===== src/rtl/pol2rec_control_pkg.sv =====
// Shared definitions for the polar-to-rectangular CORDIC control path:
// state encodings and default iteration sizing.
package pol2rec_control_pkg;

   localparam int NITER_DEF = 16;
   localparam int IW_DEF    = 5;

   typedef enum logic [1:0] {
      IDLE = 2'd0,
      LOAD = 2'd1,
      ITER = 2'd2,
      DONE = 2'd3
   } state_t;

endpackage


===== src/rtl/pol2rec_control.sv =====
// Sequencer for the CORDIC pol2rec datapath: load, NITER rotations,
// then a done pulse with a held out_valid flag.
module pol2rec_control
   import pol2rec_control_pkg::*;
#(
   parameter int NITER = NITER_DEF,
   parameter int IW    = IW_DEF
) (
   input  logic          clock,
   input  logic          reset,
   input  logic          start,
   output logic          load,
   output logic          enable,
   output logic [IW-1:0] iter,
   output logic          done,
   output logic          out_valid,
   output logic          busy
);

   localparam logic [IW-1:0] LAST = IW'(NITER - 1);

   state_t        state;
   state_t        state_nxt;
   logic [IW-1:0] count;
   logic [IW-1:0] count_nxt;
   logic          ov_nxt;

   always_ff @(posedge clock or posedge reset) begin
      if (reset) begin
         state     <= IDLE;
         count     <= '0;
         out_valid <= 1'b0;
      end else begin
         state     <= state_nxt;
         count     <= count_nxt;
         out_valid <= ov_nxt;
      end
   end

   always_comb begin
      state_nxt = state;
      count_nxt = count;
      ov_nxt    = out_valid;
      load      = 1'b0;
      enable    = 1'b0;
      done      = 1'b0;
      busy      = 1'b0;
      iter      = '0;
      unique case (state)
         IDLE: begin
            if (start) begin
               state_nxt = LOAD;
               ov_nxt    = 1'b0;
            end
         end
         LOAD: begin
            load      = 1'b1;
            busy      = 1'b1;
            state_nxt = ITER;
            count_nxt = '0;
         end
         ITER: begin
            enable = 1'b1;
            busy   = 1'b1;
            iter   = count;
            if (count == LAST) begin
               state_nxt = DONE;
               count_nxt = '0;
            end else begin
               count_nxt = count + IW'(1);
            end
         end
         DONE: begin
            done = 1'b1;
            // Results stay flagged valid until the next request is taken
            if (start) begin
               state_nxt = LOAD;
               ov_nxt    = 1'b0;
            end else begin
               state_nxt = IDLE;
               ov_nxt    = 1'b1;
            end
         end
         default: state_nxt = IDLE;
      endcase
   end

endmodule


===== config.mk =====
export PLATFORM = sky130hd
export DESIGN_NAME = pol2rec_control
export DESIGN_NICKNAME = d
export VERILOG_FILES = /design/src/rtl/pol2rec_control_pkg.sv /design/src/rtl/pol2rec_control.sv
export SDC_FILE = /design/constraint.sdc
export NUM_CORES = 1
export LEC_CHECK = 0
export BUFFER_PORTS_ARGS = -buffer_cell sky130_fd_sc_hd__buf_4
export CAP_MARGIN = 20
export CORE_AREA = 2 2 39 41
export DETAILED_ROUTE_END_ITERATION = 7
export DIE_AREA = 0 0 41 43
export PLACE_DENSITY = 0.61
export SLEW_MARGIN = 20
export SYNTH_ARGS = -nofsm -noshare
export SYNTH_HDL_FRONTEND = slang
export SYNTH_SLANG_ARGS = --single-unit

===== constraint.sdc =====
create_clock -name clock -period 3.4 [get_ports clock]
set_clock_uncertainty 0.2 [all_clocks]
set_input_delay 0.51 -clock clock [delete_from_list [all_inputs] [get_ports clock]]
set_output_delay 0.51 -clock clock [all_outputs]
set_load 0.05 [all_outputs]

==> Word level (Yosys, flattened, before mapping) <==
Cells that the tools add are included.
{ "word_totals": {"ff_bits": 8, "latch_bits": 0, "mem_bits_rw": 0, "romBits": 0, "in_bits": 3, "out_inout_bits": 10, "wordCells": 30, "memories": 0} }
{ "op_classes": {"addsub": 1, "multipliers": 0, "div": 0, "n_lt_le_gt_ge": 0, "n_eq_ne": 6, "shift": 0, "mux": 14, "n_bitwise": 0, "n_reduce_logical": 6} }
{ "ops": {"columns": ["op", "n"], "rows": [
  ["5-bit two-way mux", 2],
  ["5-bit one-hot mux with 2 select lines", 1],
  ["2-bit one-hot mux with 4 select lines", 1],
  ["1-bit two-way mux", 7],
  ["5-bit by 1-bit adder with 5-bit output, second input constant", 1],
  ["5-bit by 4-bit == test with 1-bit output, second input constant", 1],
  ["2-bit == test, second input constant", 2],
  ["2-bit two-way mux", 2],
  ["2-bit inequality test, second input constant", 2],
  ["2-bit AND reduction", 2],
  ["2-bit nonzero test", 2],
  ["2-bit by 1-bit == test with 1-bit output, second input constant", 1],
  ["2-bit logical NOT", 1],
  ["1-bit one-hot mux with 2 select lines", 1],
  ["2-bit OR reduction", 1]
]} }

==> Depth between registers and ports, before layout <==
Gate-level depths: netlist of run 1.
{ "depth": {"ltp_word": 3, "mapped_depth": 5, "depth_no_buf": 5} }

==> Worst setup path before layout of run 1 <==
OpenSTA, ideal clock, no wires.
{ "synth_path": {"path_type": "register -> output", "from": "register state[0]", "to": "output iter[1]", "t_arrival_ns": 1.650, "required_ns": 2.690, "setup_slack_ns": 1.040, "path_stages_with_launch": 5, "path_buffers": 1, "path_cell_list": "dfrtp_1 -> inv_1 -> ha_1 -> buf_4 -> and2_1"} }
{ "synth_between": {"elab_chain_len": 2} }
{ "synth_lines": {"columns": ["element", "line", "rtl"], "rows": [
  ["start: declaration", "pol2rec_control.sv:22", "state_t state;"],
  ["start signal: assignment", "pol2rec_control.sv:34", "state <= state_nxt;"],
  ["2-bit == test", "pol2rec_control.sv:49", "unique case (state)"],
  ["5-bit two-way mux", "pol2rec_control.sv:49", null],
  ["end: declaration", "pol2rec_control.sv:14", "output logic [IW-1:0] iter,"]
]} }
Every way passes these cells.

==> Worst setup path in the final report of run 1 <==
{ "layout_path": {"from": "register state[0]", "to": "output iter[3]"} }
Same word-level chain as after synthesis.

==> results of run 1 <==
-- metal layers --
layer,track usage (%),up-vias,routed length [um]
met1,19.1,173,485
met3,7.85,2,54
li1,-,206,-
met5,0,-,0
met4,8.00,0,19
met2,17.2,9,420
-- worst max path at each step --
| stage | startpoint | endpoint | slack (ps) | cells past startpoint |
|---|---|---|---|---|
| after floorplan | state[0] | iter[1] | 1040 | 4 |
| after global placement | state[0] | iter[3] | 1440 | 4 |
| after detailed placement | state[0] | iter[3] | 1410 | 4 |
| after CTS | state[0] | iter[3] | 1130 | 4 |
| after global routing | state[0] | iter[3] | 1050 | 4 |
| final | state[0] | iter[3] | 1150 | 4 |
-- logic make-up (layout without fill, tap and decap cells) --
| logic type | count (synthesis) | after routing | synth area share [%] |
|---|---|---|---|
| adder cells (fa/ha/maj) | 5 | 5 | 12.2 |
| AND/OR/NAND/NOR | 19 | 19 | 22.5 |
| buffers and inverters | 5 | 19 | 4.40 |
| AO/OA/AOI/OAI | 12 | 12 | 17.8 |
| flip-flops | 8 | 8 | 39.1 |
| multiplexers | 2 | 2 | 3.91 |
-- state kept, by name (all words and copies together) (netlist names) --
| signal | count |
|---|---|
| state | 2 |
| out_valid | 1 |
| count | 5 |
-- area by class of cell --
class	count	area [um2]
flip-flops and latches	8	200
multi-input cells	38	289
repair buffers	12	90.1
fillers	141	747
inverters	4	15.0
well taps	16	20.0
clock buffers	3	22.5
-- cell usage in the layout (no fill, tap or decap) --
cell / count
a21oi_2: 1
o21ai_0: 3
o21ai_1: 1
and2_2: 1
inv_1: 4
nand2b_1: 1
o31ai_1: 1
nand4b_2: 1
nor2_1: 1
dfrtp_1: 8
o2bb2ai_1: 3
mux2i_1: 2
nand2_1: 4
a221oi_2: 1
buf_4: 12
and2_1: 4
and2b_2: 1
nor2b_1: 3
nand3_1: 3
clkbuf_4: 3
a22o_1: 1
ha_1: 5
a21oi_1: 1
-- report_power, final --
| part | internal (mW) | switching, mW |
|---|---|---|
| sequential | 0.121 | 0.0204 |
| clock | 0.0404 | 0.0327 |
| combinational | 0.142 | 0.285 |
-- per-stage QoR --
stage	cells	instance area (um2)	hold WS, ps
after detailed placement	78	614	288
after global placement	78	614	287
after global routing	81	637	31.9
final	81	637	9.93
after floorplan	51	512	126
after CTS	81	637	13.7
==> impl_summary.md, run 1 <==
Timing
The final count of pins violating max slew is 0. The final critical-path required period is 2250 ps. Measured against its own limit, the worst slew margin works out to roughly three quarters. The setup-violating endpoint count in the final report is 0. The maximum achievable frequency is between 0.4 and 0.5 GHz.

The total count of hold-check failures in the final report is 0. The part of the cycle the worst path needs is around 66%. Setup repair after global routing left no endpoint under its margin. In the post-route analysis, the smallest setup slack over all paths is 1150 ps. At the pin with the least slew margin, the transition time is ~370 ps. The final sum of negative setup slack is 0 ps.

Layout
Compared with the post-synthesis result, the final layout area differs by 24.4%. The core utilization of the finished layout is a little under half. The number of antenna repair diodes is 0. Cells with a size suffix above 1 make up roughly 30% of the layout. The final layout contains between 70 and 80 nets.

Logic synthesis
In the synthesized netlist the dominant register cell turns out to be dfrtp_1. The share of the Yosys chip area taken by registers is between 30% and 40%. The count of flip-flops with a built-in enable after synthesis is 0. The number of nets handed over by synthesis was just under 60. The proportion of netlist area held by the largest area contributor is between 30% and 40%. The leading area contributor after synthesis is dfrtp_1. The fraction of registers with async set or reset after synthesis is 100%.

By count the netlist is led by dfrtp_1, ha_1, and2_1, inv_1, nand2_1. Counting every instance in the synthesized netlist gives 51. The total number of yosys warnings is 0.

The most repeated cell in the gate-level netlist after synthesis is dfrtp_1. The post-synthesis instance area is 512 um2. Each instance of the synthesized netlist takes up on average 10.0 um2. The register bit count reported by yosys is 8.

After synthesis, the cell types taking the most area are dfrtp_1, ha_1, o2bb2ai_1, and2_1, mux2i_1. Synthesis instantiated 22 different standard cells from the library.

Power and ir drop
The total power density per cell area is a little over 1000 nW/um2. The largest voltage drop on the vdd net is ~0.00053 V. In this run the static leakage power is 0.344 nW.

Summing internal, switching and leakage power gives 0.642 mW.

Critical path
The type of the worst setup path is register to output pin. The maximum fanout count along the critical path is 12. The type of element launching the critical path is a register.

Data on the critical path is required at its endpoint by 2690 ps. The worst register-to-register path ends at state[0]. The critical-path cell with the highest stage delay is dfrtp_1. The startpoint identified for the worst register-to-register timing path is state[0].

The worst setup path is captured at an output pin. The depth of the worst register-to-register path is 4. The combined buffer and inverter count along the critical path is 2. The critical path goes through inv_1, ha_1, and2_2, buf_4. The cell family contributing the most delay on the critical path is flip-flops. Across all register-to-register paths, the minimum setup slack is approximately 1800 ps. At the worst endpoint, the arrival time is between 1500 and 2000 ps. For this run, the slowest stage of the critical path takes roughly 400 ps.

Clock network
The clock tree from TritonCTS is built. Buffers inserted during clock tree synthesis total 3. In this run the clock root is driven by a clkbuf_4.

CTS built an H-tree with a depth of 1. The clock slew seen by the registers of the worst setup and hold paths is 60 ps. The setup fix buffers added after clock tree synthesis is 0.

Clock tree synthesis found a total of 8 sinks. In this run the deepest clock path goes through 2 buffers. The clock reaches the later pin of the worst-skew pair after 260 ps. The quantity of gates resized following cts is 0. The hold buffer count at CTS is 0.

Global routing
The total global-route track usage is between 10% and 20%. The number of antenna violations at the first check in global routing is 0. The first global-routing pass estimated approximately 1600 um of wire. The total congestion overflow is 0.

The maximum number of pins on one net before global-route repair is 13. The via count of the first global-routing pass came to roughly 340.

Detailed routing
The number of optimization iterations in the first detailed-route pass is 2. For this run, design rule violations remaining after detail routing come to 0. The sum of routed wire length over all layers is 980 um. The number of nets with antenna violations after routing is 0.

The detailed-route via count is 390. The ratio of routed vias to standard cells is 4.81. The starting DRC count in detailed routing is 10. The detail-routed net length per standard cell is 12.1 um.

Floorplanning
The number of core rows is 14. The initial core utilization is approximately 37%. The die covers around 1800 um2. The core region is 1380 um2. The vertical die dimension is roughly 43 um. The floorplan die width is approximately 40 um.

The top-level I/O count is 13.

Outcome
The flow ran to the end, and the final reports show no timing, DRC or antenna violations.

Place
At the end of routability-driven placement, the weighted congestion stood at 0.752. The count of buffers added on input and output ports is 12. The worst setup timing slack at the placement stage is around 1400 ps. Summed over all nets, the half-perimeter wirelength after detailed placement is 753 um.

Run
Across the run, the number of max-cap violations was 0.

Worst hold path
The worst hold path belongs to the class input pin to asynchronous set/reset pin.
No activity file was read; power rests on OpenSTA's default activity.
==> run 2, diff against run 1 <==
Settings changed: ABC_AREA from default to 1, PLACE_DENSITY 0.61 to 0.66.
Clock period 3.4 ns to 2 ns, I/O delays scaled along.
==> run 2 against run 1 <==
- global-route usage down 0.65 points
- clock-buffer cell count unchanged
- critical path depth down 1
- sequential power up 83%
- cell count up 33%
- clock power up 57%
- critical path type unchanged
==> impl_summary.md, run 2 <==
Clock network
In this run, CTS created clock tree buffers numbering 3. The clock insertion delay at the later pin of the skew report is about 240 ps. In this run the number of H-tree levels came out at 1.

The clock tree from TritonCTS is built. The maximum buffer depth of the clock tree is 2. The buffer cell driving the clock tree root is clkbuf_4. The quantity of gates resized following cts is 0. After clock tree synthesis, the clock-pin slew on the worst setup and hold paths is around 50 ps. The clock net sink count is 8.

Logic synthesis
The synthesized design devotes to its leading area cell type 37.0% of total area. Sequential elements use a little under two fifths of the synthesized area. Counting every instance in the synthesized netlist gives 77. The post-synthesis instance area is 541 um2. In this run, distinct cell masters in the synthesized netlist total 15. By area the synthesized netlist is led by dfrtp_1, nand2_1, inv_1, ha_1, nor2_1. The fraction of registers with async set or reset after synthesis is 100%. After synthesis, the most frequently instantiated cells are nand2_1, inv_1, dfrtp_1. The primary flip-flop cell chosen by synthesis mapping is dfrtp_1. Dividing the synthesized area by the synthesized cell count gives approximately 7.0 um2. The count of flip-flops with a built-in enable after synthesis is 0. Synthesis inferred 8 register bits.

Yosys instantiated no cell more often than nand2_1. Counting every net in the synthesized netlist gives 85. For this run, the number of Yosys warnings is 0. Summed over all instances, the cell type with the most area after synthesis is dfrtp_1.

Layout
Leaving out fill and tap cells, the most frequent cell in the layout is nand2_1. For this run, the share of the core covered by cells in the final layout is between 40% and 50%. The register with the most flip-flops in the layout has 5 of them. The largest registers in the layout are count x5, state x2, out_valid x1. At the end of the flow, the number of nets in the layout was about 100. The number of antenna repair diodes is 0. The total of fill cells in the finished design is about 150. The fraction of final layout cells sized beyond drive strength 1 is approximately 23%.

The total non-filler cell area in the finished layout is approximately 680 um2. Ranked by flip-flop count, first place goes to count. The relative area change from synthesis to final layout is 25.5%. In the layout the commonest cells are nand2_1, inv_1, buf_4.

Global routing
The global-route wire length before repair is roughly 1600 um. The maximum number of pins on one net before global-route repair is 12. The via count of the first global-routing pass is just over 400.

The total global-route track usage is a little over an eighth. The number of antenna violations at the first check in global routing is 0. The total congestion overflow is 0.

Power and ir drop
In this run the power density over the cells is 1650 nW/um2. The largest voltage drop on the vdd net is roughly 0.00067 V. The static leakage power is approximately 0.42 nW.

Timing
The total count of hold-check failures in the final report is 0. Measured against its own limit, the worst slew margin works out to between 80% and 90%. Setup repair after global routing could not meet its margin everywhere. In the final timing run, aggregate negative setup slack is 0 ps.

The final count of pins violating max slew is 0. The maximum achievable frequency is about 0.52 GHz. The setup-violating endpoint count in the final report is 0. After layout, the minimum clock period comes to 1930 ps.

The slew at the pin closest to its max-slew limit is roughly 280 ps. The worst path uses 96.5% of the clock period.

Place
The estimated wirelength of the detail-placed design is about 790 um. In this run the tool buffered the top-level ports with 12 buffer cells. The placed standard-cell area is 646 um2.

At the end of routability-driven placement, the weighted congestion stood at 0.737.

Critical path
In this run the worst path has a maximum fanout of 8. The worst setup path is captured at an output pin. The launch point of the worst reg-to-reg path is state[0]. On the critical path, the stage with the largest delay is an instance of ha_1.

Tracing the worst setup path back leads to its startpoint at state[0]. The critical path data required time is about 1500 ps. In this design, the stage delay of the slowest critical-path cell is 430 ps. Data arrives at the worst endpoint at about 1400 ps. In this run the register-to-register setup slack is 390 ps.

The signal on the critical path passes through inv_1, ha_1, buf_4. Among cell families on the critical path, the largest total delay comes from adder cells. The type of element launching the critical path is a register. The critical path contains buffers and inverters numbering 2 combined. The type of the worst setup path is register to output pin.

Floorplanning
The top-level I/O count is 13. The initial core utilization is 39.1%. The total area inside the core boundary comes to 1380 um2. The overall die area is about 1800 um2.

The number of core rows is 14. The vertical die dimension is ~43 um. The floorplan die width is between 40 and 50 um.

Worst hold path
The start point of the worst min-delay path is start. The worst hold path class is input pin to register.

Detailed routing
For this run, design rule violations remaining after detail routing come to 0. The sum of routed wire length over all layers is ~970 um. The count of nets left with antenna violations once routing finished came out at 0. The detailed-route via count is between 400 and 500. The starting DRC count in detailed routing is 7. The number of optimization iterations in the first detailed-route pass is 2. Dividing the detail-routed via count by the number of cells gives ~4.5. The detail-routed net length per standard cell is 8.97 um.

Outcome
The run finished with clean final reports.

Run
The max-capacitance violation count is 0.
[run 2: changes by cell type after synthesis, sizes merged, moves of 3 or more]
| cell | delta |
|---|---|
| nand2 | +21 |
| nor2b | -3 |
| o2bb2ai | -3 |
| nor2 | +6 |
| inv | +14 |
| and2 | -5 |
| nand4 | +3 |
[run 2: path summary, 6_finish.rpt]
| path | to | cells past startpoint |
|---|---|---|
| max | busy | 3 |
| min | out_valid | 4 |
| max reg2reg | count[2] | 6 |
| min reg2reg | out_valid | 2 |
| max in group asynchronous | state[0] | 3 |
| min in group asynchronous | count[0] | 3 |
[run 2: logic make-up after synthesis]
logic type                 after synthesis  synth area share, %
AOI/OAI and AO/OA                        6                 6.25
DFF                                      8                 37.0
buffers and inverters                   19                 13.9
and+or+nand+nor                         39                 31.2
adders and majority gates                5                 11.6
[run 2: through the flow]
stage	setup WS, ps	hold slack (ps)	instances	total power, mW
4_1_cts	62.8	159	108	1.13
5_1_grt	-14.4	226	108	1.22
2_1_floorplan	68.9	-84.3	77	0.858
3_5_place_dp	333	63.8	104	1.01
3_3_place_gp	359	58.6	104	1.01
6_report	69.2	169	108	1.12
[run 2: where the power goes]
group | leakage, nW | internal [mW] | switching (mW)
Sequential | 0.106 | 0.210 | 0.0497
Combinational | 0.301 | 0.232 | 0.511
Clock | 0.0138 | 0.0681 | 0.0466
Total | 0.420 | 0.511 | 0.608
[run 2: tightest hold or removal path, cell delays in order]
cell and delay [ps]:
buf_4 80, inv_1 40, nor2_1 90, nor2_1 50
[run 2: metal layers]
layer | part of all wire [%] | track usage, % | vias up
met5 | 0 | 0 | -
met4 | 1.2 | 10.0 | 0
met3 | 3.3 | 1.57 | 2
met2 | 44 | 17.8 | 6
met1 | 52 | 19.3 | 213
li1 | - | - | 264
[run 2: repair_timing]
item,4_1_cts,5_1_grt
hold buffers,1,0
endpoints found under the setup margin,0,4
endpoints found under the hold margin,8,0
buffers inserted,0,0
[run 2: area by class of cell]
| type | instances | area [um2] | area share [%] |
|---|---|---|---|
| clock buffer | 3 | 22.5 | 3.32 |
| timing repair buffer | 13 | 100 | 14.8 |
| inverter | 18 | 67.6 | 9.96 |
| multi-input combinational | 50 | 268 | 39.5 |
| tap | 16 | 20.0 | 2.95 |
| sequential | 8 | 200 | 29.5 |
